**src/rtl/uart_pkg.sv**
```systemverilog
// UART shared package: TX FSM state type and default link timing.
// Shared by transmitter and receiver.
`timescale 1ns/1ps
package uart_pkg;

  typedef enum logic [2:0] {
    IDLE,
    START,
    DATA,
    PARITY,
    STOP
  } uart_tx_state_t;

  localparam int UART_CLKS_PER_BIT = 868;
  localparam int UART_DATA_WIDTH   = 8;
  localparam int UART_STOP_BITS    = 2;

endpackage

```
**src/rtl/uart_baud_gen.sv**
```systemverilog
// Baud tick generator: bit_tick pulses for one cycle at count CLKS_PER_BIT-1.
// Ports: clk, rst (async high), clear (hold count at 0), bit_tick.
`timescale 1ns/1ps
module uart_baud_gen #(
  parameter int CLKS_PER_BIT = 868
) (
  input  logic clk,
  input  logic rst,
  input  logic clear,
  output logic bit_tick
);

  localparam int CW =
    (CLKS_PER_BIT > 1) ? $clog2(CLKS_PER_BIT) : 1;
  localparam logic [CW-1:0] LAST = CW'(CLKS_PER_BIT - 1);

  logic [CW-1:0] cnt;

  assign bit_tick = (cnt == LAST);

  always_ff @(posedge clk or posedge rst) begin
    if (rst) begin
      cnt <= '0;
    end else if (clear || bit_tick) begin
      cnt <= '0;
    end else begin
      cnt <= cnt + 1'b1;
    end
  end

endmodule

```
**src/rtl/uart_xmt_top.sv**
```systemverilog
// UART transmitter: start, DATA_WIDTH bits LSB first, STOP_BITS stop bits.
// Ports: clk, rst (async high), tx_start/data_in in; tx_ready, tx_busy,
// tx_done, data_out (registered TX pin) out.
// Define UART_TX_PARITY_EN to insert an even-parity bit after the data.
`timescale 1ns/1ps
module uart_xmt_top
  import uart_pkg::*;
#(
  parameter int CLKS_PER_BIT = UART_CLKS_PER_BIT,
  parameter int DATA_WIDTH   = UART_DATA_WIDTH,
  parameter int STOP_BITS    = UART_STOP_BITS
) (
  input  logic                  clk,
  input  logic                  rst,
  input  logic                  tx_start,
  input  logic [DATA_WIDTH-1:0] data_in,
  output logic                  tx_ready,
  output logic                  tx_busy,
  output logic                  tx_done,
  output logic                  data_out
);

  localparam int BW =
    (DATA_WIDTH > 1) ? $clog2(DATA_WIDTH) : 1;
  localparam logic [BW-1:0] LAST_BIT = BW'(DATA_WIDTH - 1);
  localparam logic [1:0]    LAST_STOP = 2'(STOP_BITS - 1);

  uart_tx_state_t        state;
  logic [DATA_WIDTH-1:0] shift;
  logic [BW-1:0]         bit_idx;
  logic [1:0]            stop_cnt;
  logic                  bit_tick;
  logic                  baud_clr;
`ifdef UART_TX_PARITY_EN
  logic                  par;
`endif

  // Counter parked at 0 while idle so the start bit is a full period.
  assign baud_clr = (state == IDLE);
  assign tx_ready = (state == IDLE);
  assign tx_busy  = ~tx_ready;

  uart_baud_gen #(
    .CLKS_PER_BIT(CLKS_PER_BIT)
  ) u_baud (
    .clk      (clk),
    .rst      (rst),
    .clear    (baud_clr),
    .bit_tick (bit_tick)
  );

  always_ff @(posedge clk or posedge rst) begin
    if (rst) begin
      state    <= IDLE;
      shift    <= '0;
      bit_idx  <= '0;
      stop_cnt <= '0;
      data_out <= 1'b1;
      tx_done  <= 1'b0;
`ifdef UART_TX_PARITY_EN
      par      <= 1'b0;
`endif
    end else begin
      tx_done <= 1'b0;
      unique case (state)
        IDLE: begin
          if (tx_start) begin
            state    <= START;
            shift    <= data_in;
            data_out <= 1'b0;
`ifdef UART_TX_PARITY_EN
            par      <= ^data_in;
`endif
          end
        end
        START: begin
          if (bit_tick) begin
            state    <= DATA;
            bit_idx  <= '0;
            data_out <= shift[0];
          end
        end
        DATA: begin
          if (bit_tick) begin
            if (bit_idx == LAST_BIT) begin
`ifdef UART_TX_PARITY_EN
              state    <= PARITY;
              data_out <= par;
`else
              state    <= STOP;
              stop_cnt <= '0;
              data_out <= 1'b1;
`endif
            end else begin
              // Pin takes the next bit as the register shifts.
              shift    <= shift >> 1;
              data_out <= shift[1];
              bit_idx  <= bit_idx + 1'b1;
            end
          end
        end
`ifdef UART_TX_PARITY_EN
        PARITY: begin
          if (bit_tick) begin
            state    <= STOP;
            stop_cnt <= '0;
            data_out <= 1'b1;
          end
        end
`endif
        STOP: begin
          if (bit_tick) begin
            if (stop_cnt == LAST_STOP) begin
              state   <= IDLE;
              tx_done <= 1'b1;
            end else begin
              stop_cnt <= stop_cnt + 1'b1;
            end
          end
        end
        default: begin
          state    <= IDLE;
          data_out <= 1'b1;
        end
      endcase
    end
  end

endmodule

```
**config.mk**
```make
export PLATFORM = sky130hd
export DESIGN_NAME = uart_xmt_top
export DESIGN_NICKNAME = d
export VERILOG_FILES = /design/src/rtl/uart_pkg.sv /design/src/rtl/uart_baud_gen.sv /design/src/rtl/uart_xmt_top.sv
export SDC_FILE = /design/constraint.sdc
export NUM_CORES = 1
export LEC_CHECK = 0
export CAP_MARGIN = 10
export CORE_MARGIN = 1.5
export CORE_UTILIZATION = 36
export CTS_BUF_LIST = sky130_fd_sc_hd__clkbuf_8
export CTS_CLUSTER_DIAMETER = 100
export DETAILED_ROUTE_END_ITERATION = 16
export SLEW_MARGIN = 20
export SYNTH_ARGS = -nofsm -noshare
export SYNTH_HDL_FRONTEND = slang
export SYNTH_SLANG_ARGS = --single-unit
```
**constraint.sdc**
```tcl
create_clock -name clk -period 3.2 [get_ports clk]
set_input_delay 0.64 -clock clk [delete_from_list [all_inputs] [get_ports clk]]
set_output_delay 0.64 -clock clk [all_outputs]
set_load 0.02 [all_outputs]
```
==> results.md <==
- Number of H-tree levels: 1
- Die width: 68.2 µm
- R2R Setup Slk: about 1.1 ns
- Final setup fails: 0
- Hold_buf cts: 0
- FF-to-FF End: shift[5]
- Floorplan row count: 23
- Total CTS buffers: 3
- I/O Buffers: 14
- Synth top area share: 44.2%
- GRT Util Overall: 14.0%
- Clock Pin Slew Worst Setup and Hold Paths: ~0.090 ns
- Io pins: 15
- Synth async-reset ratio: 100%
- Synth area leaders: dfrtp_1, mux2_4, mux2_2
- DRT Wirelength: between 2000 and 3000 µm
- Total congestion overflow: 0
- RSZ-0062 raised after global routing: false
- Routed WL per cell: 14.3 µm
- Avg Synthesized Cell Area: 11.1 µm²
- Drt first pass iters: 4
- Max IR drop VDD: 0.204 mV
- Setup CP Type: register to primary output
- Critical Path Start: state[2]
- Core ar.: 4030 µm²
- Reg2reg start: u_baud.cnt[0]
- Vias in the first global route: 1053
- Netlist cell types: 40
- Crit share post-route: 78.0%
- DR WL met3: about 85 µm
- Endpoint type of the worst setup path: primary output
- Residual DRC: 0
- Synthesized area: 1530 µm²
- Worst-Margin Slew: 0.550 ns
- Clock Sinks: 28
- Max cap viols: 0
- Die ar.: between 4000 and 5000 µm²
- First-pass GRT wire length: 4890 µm
- Met1 wire length: 1410 µm
- #FFs+latches synth: 28
- Post-route antenna net violation count: 0
- Clock period minus worst slack: 2.50 ns
- GP Congestion: slightly above 0.8
- Largest net degree at the start of global routing: 29
- Synth warn: 0
- WP data arrival: approximately 1.9 ns
- Setup tns final: 0 ns
- Cell taking the most area after synthesis: dfrtp_1
- Most common cell after layout, fill and taps aside: dfrtp_1
- Max-slew violations: 0
- Share of layout cells above drive strength 1: roughly 17%
- Cells after synthesis: 138
- Critical Path RT: 2.56 ns
- Sequential area share after synthesis: 45.9%
- Wire length on met2: 1350 µm
- Min-delay worst type: register to register
- Ant diodes: 0
- DIE HEIGHT: 68.2 µm
- Final #Nets: 167
- P per Cell Area: between 400 and 500 nW/µm²
- Skew-Pair Late Insertion Delay: 0.27 ns
- Starting Density: 38.0%
- Dpl cells: 197
- Max_slew headroom: around 63%
- Clock Skews: 0.00383 ns
- Post-synth EDFFs: 0
- First-iteration detailed-routing DRC count: 52
- Finished Layout Cells: 201
- Vias: approximately 1100
- Setup crit end: tx_ready
- Initial antenna violation count: 0
- Max layer used: met4
- P_leak: 0.000745 µW
- Area delta synth->final: 13.6%
- Fmax: 0.401 GHz
- Worst-path fanout max: 15
- CTS tree: done
- Post-DR vias/cell: about 5.3
- Maximum root-to-sink buffer count: 2
- CTS root buf: clkbuf_8
- Worst setup SP type: register
- Commonest cells after routing, fill and taps aside: dfrtp_1, clkdlybuf4s50_1, nor2_1, o21ai_0, inv_1
- Mapped Nets: 153
- Prevailing post-synth register cell: dfrtp_1
- Final hold violations: 0
- R2r worst-path depth: 5
- Final HPWL DP: between 2000 and 2500 µm
- Post-CTS Setup Bufs: 0
- Status: complete, no violations
- Post_cts resized: 0
## critical path, cell delays in order (launching register included)
cell             delay, ns
dfrtp_1               0.53
nor3_1                0.25
buf_4                 0.18
clkdlybuf4s50_1       0.61
## Yosys cell counts, types with 2 or more instances
cell type,count
nor2_1,13
o32a_1,2
a32o_1,3
nor3b_1,3
nand4_1,3
ha_1,4
mux2_4,7
nand2_1,6
nor3_1,5
o21ai_0,9
a2111oi_0,3
dfrtp_1,27
xnor2_1,6
inv_1,7
mux2_2,6
nor4b_1,3
clkbuf_1,3
xor2_1,2
nand3_1,4
nand2b_1,2
## state kept, by name, indices dropped and copies added, names as in the netlist
signal	count
bit_idx	3
data_out	1
shift	8
state	3
stop_cnt	2
tx_done	1
u_baud.cnt	10
## per-stage QoR
step                total power (µW)  area (µm²)  utilization [%]  setup WS, ns  hold WS [ns]
global placement                 623        1690             42.0          1.05         0.475
detailed placement               634        1690             42.0          1.00         0.489
global route                     870        1740             43.1         0.576         0.529
floorplan                        588        1530                -          1.02         0.455
finish                           820        1740             43.1         0.703         0.511
CTS                              831        1740             43.1         0.689         0.514
## worst min-delay path by stage
| stage | depth (start not counted) | slack [ns] | end | from |
|---|---|---|---|---|
| finish | 1 | 0.51 | u_baud.cnt[0] | u_baud.cnt[0] |
| CTS | 1 | 0.51 | u_baud.cnt[0] | u_baud.cnt[0] |
| floorplan | 1 | 0.45 | u_baud.cnt[0] | u_baud.cnt[0] |
| global placement | 1 | 0.48 | u_baud.cnt[0] | u_baud.cnt[0] |
| detailed placement | 1 | 0.49 | shift[6] | shift[6] |
| global route | 1 | 0.53 | stop_cnt[0] | stop_cnt[0] |
## final cells by class
type / count / area (µm²)
fill: 405 / 2290
clock buffer: 3 / 41.3
sequential: 28 / 702
inverter: 7 / 26.3
multi-input combinational: 96 / 746
clock inverter: 1 / 3.75
timing repair buffer: 16 / 155
tap: 50 / 62.6
## metal layers
metal	up-vias	global-route usage (%)
met5	-	0
met4	0	5.50
met3	2	2.96
met2	22	20.6
met1	522	20.1
li1	525	-
## kinds of logic (layout without fill, tap and decap cells)
family	count (synthesis)	count (layout)	synth area share [%]
AO/OA/AOI/OAI	22	22	11.0
XOR/XNOR	8	8	4.58
adder cells (fa/ha/maj)	4	4	3.27
buffers and inverters	14	27	5.32
flip-flops	28	28	45.9
multiplexers	13	13	11.3
AND/OR/NAND/NOR	49	49	18.6
## power by group
part | total, µW | internal, µW | switching [µW]
combinational | 152 | 83.0 | 69.3
sequential | 476 | 408 | 67.9
clock | 192 | 86.0 | 106
total | 820 | 577 | 243
Power figures use the tool's default switching activity.
